<file path="src/rtl/mbs_arb_pkg.sv">
// Shared types and default constants for the MBS two-core bus arbiter.
// Imported by the round-robin picker and the arbiter top.
package mbs_arb_pkg;

   localparam int DEF_NUM_MST = 2;
   localparam int DEF_TIMEOUT = 16;
   localparam int DEF_TW      = 5;

   typedef enum logic {
      IDLE = 1'b0,
      OWN  = 1'b1
   } state_e;

endpackage

</file>
<file path="src/rtl/mbs_rr_pick.sv">
// Combinational round-robin picker: scans masters starting just after the last owner,
// so the last owner only wins when it is the sole requester.
module mbs_rr_pick
   import mbs_arb_pkg::*;
#(
   parameter int NUM_MST = DEF_NUM_MST,
   parameter int IW      = $clog2(NUM_MST)
) (
   input  logic [NUM_MST-1:0] req,
   input  logic [IW-1:0]      last,
   output logic [IW-1:0]      winner,
   output logic               valid
);

   logic [IW-1:0] idx;

   // NOTE: combinational logic uses blocking assignments, with every output defaulted first so no latch is inferred.
   always_comb begin
      winner = last;
      valid  = 1'b0;
      idx    = last;
      for (int k = 1; k <= NUM_MST; k++) begin
         idx = IW'((int'(last) + k) % NUM_MST);
         if (!valid && req[idx]) begin
            winner = idx;
            valid  = 1'b1;
         end
      end
   end

endmodule

</file>
<file path="src/rtl/mbs_bus_arbiter.sv">
// Shared system bus arbiter for the MBS CPU cores: round-robin grant, lock hold,
// transfer timeout with a one-cycle error pulse, and per-core request masking.
module mbs_bus_arbiter
   import mbs_arb_pkg::*;
#(
   parameter int NUM_MST = DEF_NUM_MST,
   parameter int TIMEOUT = DEF_TIMEOUT,
   parameter int TW      = DEF_TW
) (
   input  logic                       clk,
   input  logic                       rst,
   input  logic [NUM_MST-1:0]         cpu_en,
   input  logic [NUM_MST-1:0]         req,
   input  logic [NUM_MST-1:0]         lock,
   input  logic                       done,
   output logic [NUM_MST-1:0]         grant,
   output logic [NUM_MST-1:0]         cpu_pause,
   output logic                       bus_busy,
   output logic [$clog2(NUM_MST)-1:0] owner,
   output logic                       timeout_err
);

   localparam int IW = $clog2(NUM_MST);

   state_e             state;
   logic [TW-1:0]      count;
   logic [NUM_MST-1:0] req_eff;
   logic [NUM_MST-1:0] owner_mask;
   logic [NUM_MST-1:0] pick_req;
   logic [IW-1:0]      pick_idx;
   logic               pick_valid;
   logic               count_max;
   logic               timeout_hit;
   logic               release_bus;

   assign req_eff    = req & cpu_en;
   assign owner_mask = NUM_MST'(1) << owner;

   // While a master owns the bus only the others are candidates for a direct hand-over.
   assign pick_req   = (state == OWN) ? (req_eff & ~owner_mask) : req_eff;

   mbs_rr_pick #(
      .NUM_MST (NUM_MST),
      .IW      (IW)
   ) u_pick (
      .req    (pick_req),
      .last   (owner),
      .winner (pick_idx),
      .valid  (pick_valid)
   );

   // A done pulse in the final cycle completes the transfer rather than timing it out.
   assign count_max   = (count == TW'(TIMEOUT - 1));
   assign timeout_hit = count_max && !done && req_eff[owner];
   assign release_bus = (done && !lock[owner]) || !req_eff[owner] || timeout_hit;

   assign cpu_pause = req_eff & ~grant;
   assign bus_busy  = |grant;

   // NOTE: sequential state uses non-blocking assignments only; the reset is synchronous, sampled on the clock edge.
   always_ff @(posedge clk) begin
      if (rst) begin
         state       <= IDLE;
         grant       <= '0;
         owner       <= IW'(NUM_MST - 1);
         count       <= '0;
         timeout_err <= 1'b0;
      end else begin
         timeout_err <= 1'b0;
         case (state)
            IDLE: begin
               if (pick_valid) begin
                  state <= OWN;
                  grant <= NUM_MST'(1) << pick_idx;
                  owner <= pick_idx;
                  count <= '0;
               end
            end
            OWN: begin
               if (release_bus) begin
                  count       <= '0;
                  timeout_err <= timeout_hit;
                  if (pick_valid) begin
                     grant <= NUM_MST'(1) << pick_idx;
                     owner <= pick_idx;
                  end else begin
                     state <= IDLE;
                     grant <= '0;
                  end
               end else begin
                  count <= done ? '0 : count + TW'(1);
               end
            end
         endcase
      end
   end

endmodule

</file>
<file path="config.mk">
export PLATFORM = sky130hd
export DESIGN_NAME = mbs_bus_arbiter
export DESIGN_NICKNAME = d
export VERILOG_FILES = /design/src/rtl/mbs_arb_pkg.sv /design/src/rtl/mbs_rr_pick.sv /design/src/rtl/mbs_bus_arbiter.sv
export SDC_FILE = /design/constraint.sdc
export NUM_CORES = 1
export LEC_CHECK = 0
export BUFFER_PORTS_ARGS = -buffer_cell sky130_fd_sc_hd__buf_2
export CAP_MARGIN = 20
export CORE_MARGIN = 10
export CORE_UTILIZATION = 35
export CTS_BUF_LIST = sky130_fd_sc_hd__clkbuf_8
export CTS_CLUSTER_SIZE = 12
export DETAILED_ROUTE_END_ITERATION = 16
export PLACE_DENSITY = 0.55
export REMOVE_ABC_BUFFERS = 1
export SLEW_MARGIN = 0
export SYNTH_ARGS = -nofsm -noshare
export SYNTH_HDL_FRONTEND = slang
export SYNTH_SLANG_ARGS = --single-unit
</file>
<file path="constraint.sdc">
create_clock -name clk -period 3.81 [get_ports clk]
set_clock_uncertainty 0.15 [all_clocks]
set_input_delay 0.381 -clock clk [delete_from_list [all_inputs] [get_ports clk]]
set_output_delay 0.381 -clock clk [all_outputs]
set_load 0.01 [all_outputs]
</file>
==> Word-level counts from Yosys, hierarchy flattened <==
Index checks and enable logic that the tools add are counted.
Widths: inputs -> output; s select.
{ "totals": {"regBits": 10, "output_inout_bits": 7} }
{ "op_classes": {"add_sub_neg": 3, "n_lt_le_gt_ge": 3, "n_eq_ne": 3, "shifts": 2, "n_mux": 27, "n_bitwise": 7, "n_reduce_logical": 13} }
{ "ops": {"columns": ["operator", "n"], "rows": [
  ["$mux 1", 16],
  ["$mux 5", 3],
  ["$pmux 5 s2", 1],
  ["$mux 2", 4],
  ["$and 2x2->2", 3],
  ["$lt 1x2->1 const B", 3],
  ["$add 5x1->5 const B", 1],
  ["$eq 5x4->1 const B", 1],
  ["$logic_and 1x1->1", 4],
  ["$logic_not 1->1", 4],
  ["$not 2->2", 2],
  ["$pmux 1 s2", 2],
  ["$pmux 2 s2", 1],
  ["$shl 1x1->2 const A", 2],
  ["$reduce_or 3->1", 1],
  ["$add 1x1->1 const B", 2],
  ["$logic_or 1x1->1", 2],
  ["$ne 2x1->1 const B", 1],
  ["$ne 2x2->1 const B", 1],
  ["$not 1->1", 2],
  ["$reduce_and 2->1", 1],
  ["$reduce_or 2->1", 1]
]} }

==> Logic depth before layout (Yosys ltp) <==
Gate-level depths: netlist (run 1).
{ "depth": {"depth_word": 14, "depth_mapped": 7, "ltp_nobuf": 7} }

==> Cells and area by module <==
A second synthesis (run 1) with hierarchy kept.
{ "hier_totals": {"cells_unflattened": 64, "hier_area_um2": 563.0} }
{ "by_module_without_submodules": {"columns": ["module", "n_inst", "cells_per_inst", "area_each_um2", "seq_area_each_um2"], "rows": [
  ["mbs_bus_arbiter", 1, 61, 543.0, 200.2],
  ["mbs_rr_pick", 1, 3, 20.0, 0.0]
]} }

==> Worst setup path before layout (run 1) <==
No wires, ideal clock.
{ "synth_path": {"path_type": "reg2reg", "startpoint": "register count[0]", "endpoint": "register grant[1]", "setup_ps": 119, "arrival_time_ps": 1586, "required_time_ps": 3541, "slack_ps": 1955, "path_stages_with_launch": 8, "synth_period_minus_slack_ps": 1855, "cell_sequence": "dfxtp_1 -> ha_1 -> and3_1 -> ha_1 -> nor2b_1 -> a221oi_2 -> nor2_1 -> o221a_1"} }
{ "synth_between": {"elab_chain_cells": 6} }
{ "synth_rtl": {"columns": ["item", "line", "text"], "rows": [
  ["start, declared", "mbs_bus_arbiter.sv:26", "logic [TW-1:0] count;"],
  ["start signal, assigned", "mbs_bus_arbiter.sv:91", "count <= done ? '0 : count + TW'(1);"],
  ["$eq 5x4->1", "mbs_bus_arbiter.sv:53", "assign count_max = (count == TW'(TIMEOUT - 1));"],
  ["$logic_and 1x1->1 (2 in a row)", "mbs_bus_arbiter.sv:54", "assign timeout_hit = count_max && !done && req_eff[owner];"],
  ["$logic_or 1x1->1", "mbs_bus_arbiter.sv:55", "assign release_bus = (done && !lock[owner]) || !req_eff[owner] || timeout_hit;"],
  ["$ne 2x1->1 (no line)", null, null],
  ["$reduce_and 2->1 (no line)", null, null],
  ["end signal, assigned", "mbs_bus_arbiter.sv:74", "grant <= NUM_MST'(1) << pick_idx;"],
  ["end signal, assigned", "mbs_bus_arbiter.sv:84", "grant <= NUM_MST'(1) << pick_idx;"],
  ["end, declared", "mbs_bus_arbiter.sv:16", "output logic [NUM_MST-1:0] grant,"]
]} }
No other way between the ends.
A chain may end at the register's enable or synchronous reset.

==> Final worst setup path (run 1) <==
Ends and elaborated chain as after synthesis.

==> results.json, run 1 <==
{
  "cts_buffers": 3,
  "worstMarginPinSlew_ns": 0.400,
  "cp-end-kind": "register",
  "nets": 94,
  "gp_congestion": 0.832,
  "setup_violations": 0,
  "regArea_sq_um": 200,
  "clkTransAtPathRegs_ns": 0.05,
  "slew_violations": 0,
  "finalHoldViolCount": 0,
  "power.share.clock": 0.416,
  "htreeDepth": 1,
  "dp_worst_setup_slack_ns": 1.83,
  "peakVddDrop_v": 0.000162,
  "drt_pre_antenna_iters": 4,
  "pwr-share-seq": 0.439,
  "initial_core_util": 0.370,
  "min_period_ns": 2.00,
  "max_cap_viol_count": 0,
  "grt_max_degree": 10,
  "cp.arrival_ns": 1.97,
  "via_count": 510,
  "fillCellCount": 161,
  "postCtsSetupBuffers": 0,
  "tns_ns": 0,
  "p_int_uw": 195,
  "hold_path.class": "input port to register",
  "wire_per_inst_um": 13.2,
  "drt_wl_total_mm": 1.29,
  "p_comb_frac": 0.145,
  "p_sw_uw": 66.9,
  "insertion_delay_ns": 0.23,
  "finalWorstSetupSlack_ns": 1.81,
  "clock_sinks": 10,
  "grt_pass1_wl_mm": 2.01,
  "drive_gt1_frac": 0.296,
  "grt_overflow_total": 0,
  "area_delta_synth_final_pct": 23.3,
  "multiInputGateArea_sq_um": 344,
  "hold_buffers": 0,
  "hpwl_um": 994,
  "rsz0062_at_grt": "false",
  "cts_tree": "built",
  "antenna_left": 0,
  "switching_share": 0.255,
  "slew_headroom": 0.732,
  "drtIter0Drc": 17,
  "ys_types": 27,
  "core_area_sq_um": 1520,
  "boundaryPins": 16,
  "fmax_mhz": 501,
  "critical_path_class": "register to register",
  "syn_area_per_cell_sq_um": 8.82,
  "portBuffers": 15,
  "fin_crit_sh": 0.524,
  "yosysSeqAreaShare": 0.355,
  "grt_antenna_before_repair": 0,
  "clock-root-buffer": "clkbuf_8",
  "route.detailed.drc": 0,
  "worstSetupStartpointType": "register",
  "ys_warn_count": 0,
  "die_x_um": 60.2,
  "crit_fanout": 3,
  "cts_resized": 0,
  "diodes": 0,
  "syn_inst": 64,
  "power.density_nw_per_um2": 377,
  "required_ns": 3.78,
  "fp.dieArea_sq_um": 3620,
  "clockBufferDepth": 2,
  "ys_ff_latch": 10,
  "grt_usage": 0.0744,
  "vias_per_cell": 5.26,
  "core.rowCount": 14,
  "syn_area_sq_um": 564,
  "outcome": "finished, final reports clean",
  "grt_pass1_vias": 446,
  "p_leak_uw": 0.000316,
  "fp.dieH_um": 60.2
}
kinds of logic (layout without fill, tap and decap cells):
family,Yosys count,after routing,synth area share
DFF,10,10,0.355
adders and majority gates,2,2,0.0443
muxes,2,2,0.0355
buffers and inverters,5,22,0.0355
and+or+nand+nor,28,28,0.286
AOI/OAI and AO/OA,17,17,0.244
power by group through the flow:
stage	sequential (uW)	clock (uW)	combinational, uW
2_1_floorplan	117	0	20.8
4_1_cts	115	112	38.7
3_5_place_dp	117	0	38.5
6_report	115	109	38.0
5_1_grt	116	118	42.5
3_3_place_gp	117	0	38.9
path summary, 6_finish.rpt:
kind / from / endpoint / slack, ns / depth (start not counted)
setup / recovery: count[0] / grant[1] / 1.81 / 7
hold / removal: rst / count[2] / 0.27 / 2
setup reg to reg: count[0] / grant[1] / 1.81 / 7
hold reg to reg: count[4] / count[4] / 0.35 / 2
layer usage:
layer	wire [um]	up-vias	GRT usage
li1	-	271	-
met4	24	0	0.0641
met3	86	4	0.0360
met1	637	224	0.0965
met2	537	11	0.0853
met5	0	-	0
sequential cells by signal (all words and copies together), names as in the netlist:
name	cells
grant	2
state	1
count	5
owner	1
timeout_err	1
worst max-delay path, stage by stage, from the launching register on:
cell	delay, ns
dfxtp_1	0.32
ha_1	0.21
and3_1	0.19
ha_1	0.21
nor2b_1	0.18
a221oi_2	0.28
nor2_1	0.10
o221a_1	0.25
placed cells by master (no fill, tap or decap), drive strengths merged:
cell and n:
a211oi 1, dfxtp 10, o22ai 1, o221a 2, ha 2, mux2i 2, a22oi 2, inv 4
nand3b 2, a221oi 1, nand3 2, clkbuf 3, nand2 7, or2 1, and2 2, a31oi 2
buf 15, nand4b 1, o21ai 2, nand4 1, and3 2, nor3 1, nor2b 1, nor2 7
a21oi 4, o31ai 1, nor4b 1, o31a 1
cell usage after synthesis:
library cell | instances | area [sq um]
o221a_1 | 2 | 22.5
a21oi_1 | 4 | 20.0
a221oi_2 | 1 | 15.0
o31a_1 | 1 | 8.76
nor3_2 | 1 | 10.0
nor4b_1 | 1 | 8.76
a31oi_1 | 2 | 12.5
nand4b_2 | 1 | 15.0
and2_1 | 2 | 12.5
nand3_1 | 2 | 10.0
mux2i_1 | 2 | 20.0
nand2_1 | 7 | 26.3
nor2_1 | 7 | 26.3
nor2b_1 | 1 | 6.26
nand4_2 | 1 | 12.5
and3_1 | 2 | 12.5
a211oi_4 | 1 | 20.0
a22oi_1 | 2 | 15.0
inv_1 | 4 | 15.0
dfxtp_1 | 10 | 200
or2_2 | 1 | 6.26
ha_1 | 2 | 25.0
o22ai_1 | 1 | 6.26
o21ai_0 | 2 | 10.0
o31ai_1 | 1 | 7.51
nand3b_1 | 2 | 15.0
buf_2 | 1 | 5.00
metrics by stage:
stage / power (uW) / hold slack, ns / utilization / instances / cell area [sq um]
global placement: 156 / 0.340 / 0.429 / 94 / 654
finish: 262 / 0.271 / 0.456 / 97 / 696
floorplan: 138 / 0.300 / - / 63 / 559
CTS: 266 / 0.269 / 0.456 / 97 / 696
global route: 276 / 0.270 / 0.456 / 97 / 696
detailed placement: 156 / 0.338 / 0.429 / 94 / 654
cell type report:
cell class              count  area share
clock buffers               3      0.0594
inverters                   4      0.0216
multi-input cells          49       0.495
flip-flops and latches     10       0.288
well taps                  16      0.0288
repair buffers             15       0.108
Power figures use the tool's default switching activity.
==> inputs of run 2 (changes only) <==
==> constraint.sdc (replaced) <==
create_clock -name clk -period 2 [get_ports clk]
set_clock_uncertainty 0.15 [all_clocks]
set_input_delay 0.2 -clock clk [delete_from_list [all_inputs] [get_ports clk]]
set_output_delay 0.2 -clock clk [all_outputs]
set_load 0.01 [all_outputs]
==> run 2 against run 1 <==
Net effect:
- die area unchanged
- register-to-register slack worse by 1.7 ns
- clock power up 130%
- setup slack worse by 1.7 ns
- via count up 2.9%
- critical path depth unchanged
- cell area up 5.0%
- critical endpoint unchanged
- largest cell class unchanged
==> results.json, run 2 (same netlist as run 1, synthesis figures left out) <==
{
  "outcome": "finished, final reports clean",
  "crit_fanout": 3,
  "max_cap_viol_count": 0,
  "required_ns": 1.97,
  "power.density_nw_per_um2": 746,
  "layout_common_cells": "15 x buf_2, 10 x dfxtp_1, 7 x nand2_1, 7 x nor2_1",
  "multiInputGateArea_sq_um": 358,
  "p_leak_uw": 0.000326,
  "via_count": 525,
  "final_common_cell": "buf_2",
  "initial_core_util": 0.370,
  "top_register": "count",
  "core.rowCount": 14,
  "numPlacedInstances": 95,
  "clockBufferDepth": 2,
  "clock-root-buffer": "clkbuf_8",
  "fmax_mhz": 530,
  "grt_usage": 0.0802,
  "area_delta_synth_final_pct": 29.5,
  "peakVddDrop_v": 0.000626,
  "rsz0062_at_grt": "false",
  "grt_pass1_vias": 501,
  "grtUsageMet1": 0.0998,
  "diodes": 0,
  "gp_congestion": 0.818,
  "critical_path_class": "register to register",
  "slew_violations": 0,
  "worstMarginPinSlew_ns": 0.422,
  "core_area_sq_um": 1520,
  "nets": 95,
  "wire_per_inst_um": 13.6,
  "postCtsSetupBuffers": 0,
  "drtIter0Drc": 9,
  "insertion_delay_ns": 0.23,
  "hold_path.class": "input port to register",
  "min_period_ns": 1.89,
  "busiest_layer": "met2",
  "clock_sinks": 10,
  "grt_overflow_total": 0,
  "tns_ns": 0,
  "fin_crit_sh": 0.943,
  "dp_worst_setup_slack_ns": 0.0526,
  "drt_pre_antenna_iters": 4,
  "cp_slowest_stage_delay_ns": 0.33,
  "vias_per_cell": 5.30,
  "antenna_left": 0,
  "finalWorstSetupSlack_ns": 0.114,
  "post-route-util": 0.479,
  "boundaryPins": 16,
  "grt_antenna_before_repair": 0,
  "grt_util_met3": 0.0593,
  "largest_reg_flops": 5,
  "portBuffers": 15,
  "grt_max_degree": 10,
  "finalHoldViolCount": 0,
  "final_cells": 99,
  "fillCellCount": 156,
  "cts_buffers": 3,
  "crit_chain": "ha_2 > and3_1 > ha_2 > nor2b_2 > a221oi_2 > nor2_1 > o221a_1",
  "top_regs": "count x5, grant x2",
  "drive_gt1_frac": 0.361,
  "worstSetupStartpointType": "register",
  "use_met2": 0.106,
  "die_x_um": 60.2,
  "slew_headroom": 0.717,
  "drt_wl_total_mm": 1.35,
  "grt_pass1_wl_mm": 2.24,
  "regArea_sq_um": 200,
  "timing.critical_path.mode_cell": "ha_2",
  "clkTransAtPathRegs_ns": 0.05,
  "htreeDepth": 1,
  "hpwl_mm": 1.04,
  "route.detailed.drc": 0,
  "design_area_sq_um": 731,
  "fp.dieH_um": 60.2,
  "cts_tree": "built",
  "fp.dieArea_sq_um": 3620,
  "cp-end-kind": "register",
  "cp.arrival_ns": 1.86,
  "crit_slowest_cell": "dfxtp_1",
  "dpl_cell_area_sq_um": 662,
  "setup_violations": 0
}
[run 2: cell count changes in the layout (fill, tap and decap cells not counted)]
cell      delta
ha_1         -2
ha_2         +2
buf_4        +1
clkbuf_8     +1
nor2b_1      -1
nor2b_2      +1
nor4b_1      -1
nor4b_2      +1
[run 2: critical path: cells and delay by family (launching register included)]
kind	cells	cell delay, ns
flip-flops	1	0.33
adder cells (fa/ha/maj)	2	0.38
AO/OA/AOI/OAI	2	0.47
AND/OR/NAND/NOR	3	0.45
[run 2: final timing paths]
path                               start  endpoint  slack [ns]  cells after the start
worst min register to register  count[4]  count[4]        0.35                      2
worst max-delay path            count[0]  grant[1]        0.11                      7
worst max register to register  count[0]  grant[1]        0.11                      7
worst min-delay path                 rst  count[0]        0.09                      2
[run 2: what timing repair did]
action	4_1_cts	5_1_grt
resized for setup	0	4
hold buffers	0	0
setup endpoints to repair	0	3
[run 2: through the flow]
stage                     total power (uW)  hold WS [ns]
final                                  545        0.0853
after global routing                   570        0.0975
after CTS                              556        0.0889
after detailed placement               298         0.339
after global placement                 299         0.330
after floorplan                        263         0.119
[run 2: layout make-up]
type                       count  share of cell area
multi-input combinational     49               0.490
sequential                    10               0.274
timing repair buffer          16               0.113
clock buffer                   4              0.0753
tap                           16              0.0274
inverter                       4              0.0205
[run 2: metal layers]
layer / up-vias / routed length (um)
li1: 274 / -
met1: 236 / 641
met2: 13 / 550
met3: 2 / 139
met4: 0 / 14
met5: - / 0
[run 2: power breakdown]
part	total, uW	switching (uW)	internal, uW
Clock	250	77.5	173
Combinational	75.1	41.2	33.9
Sequential	219	12.0	207
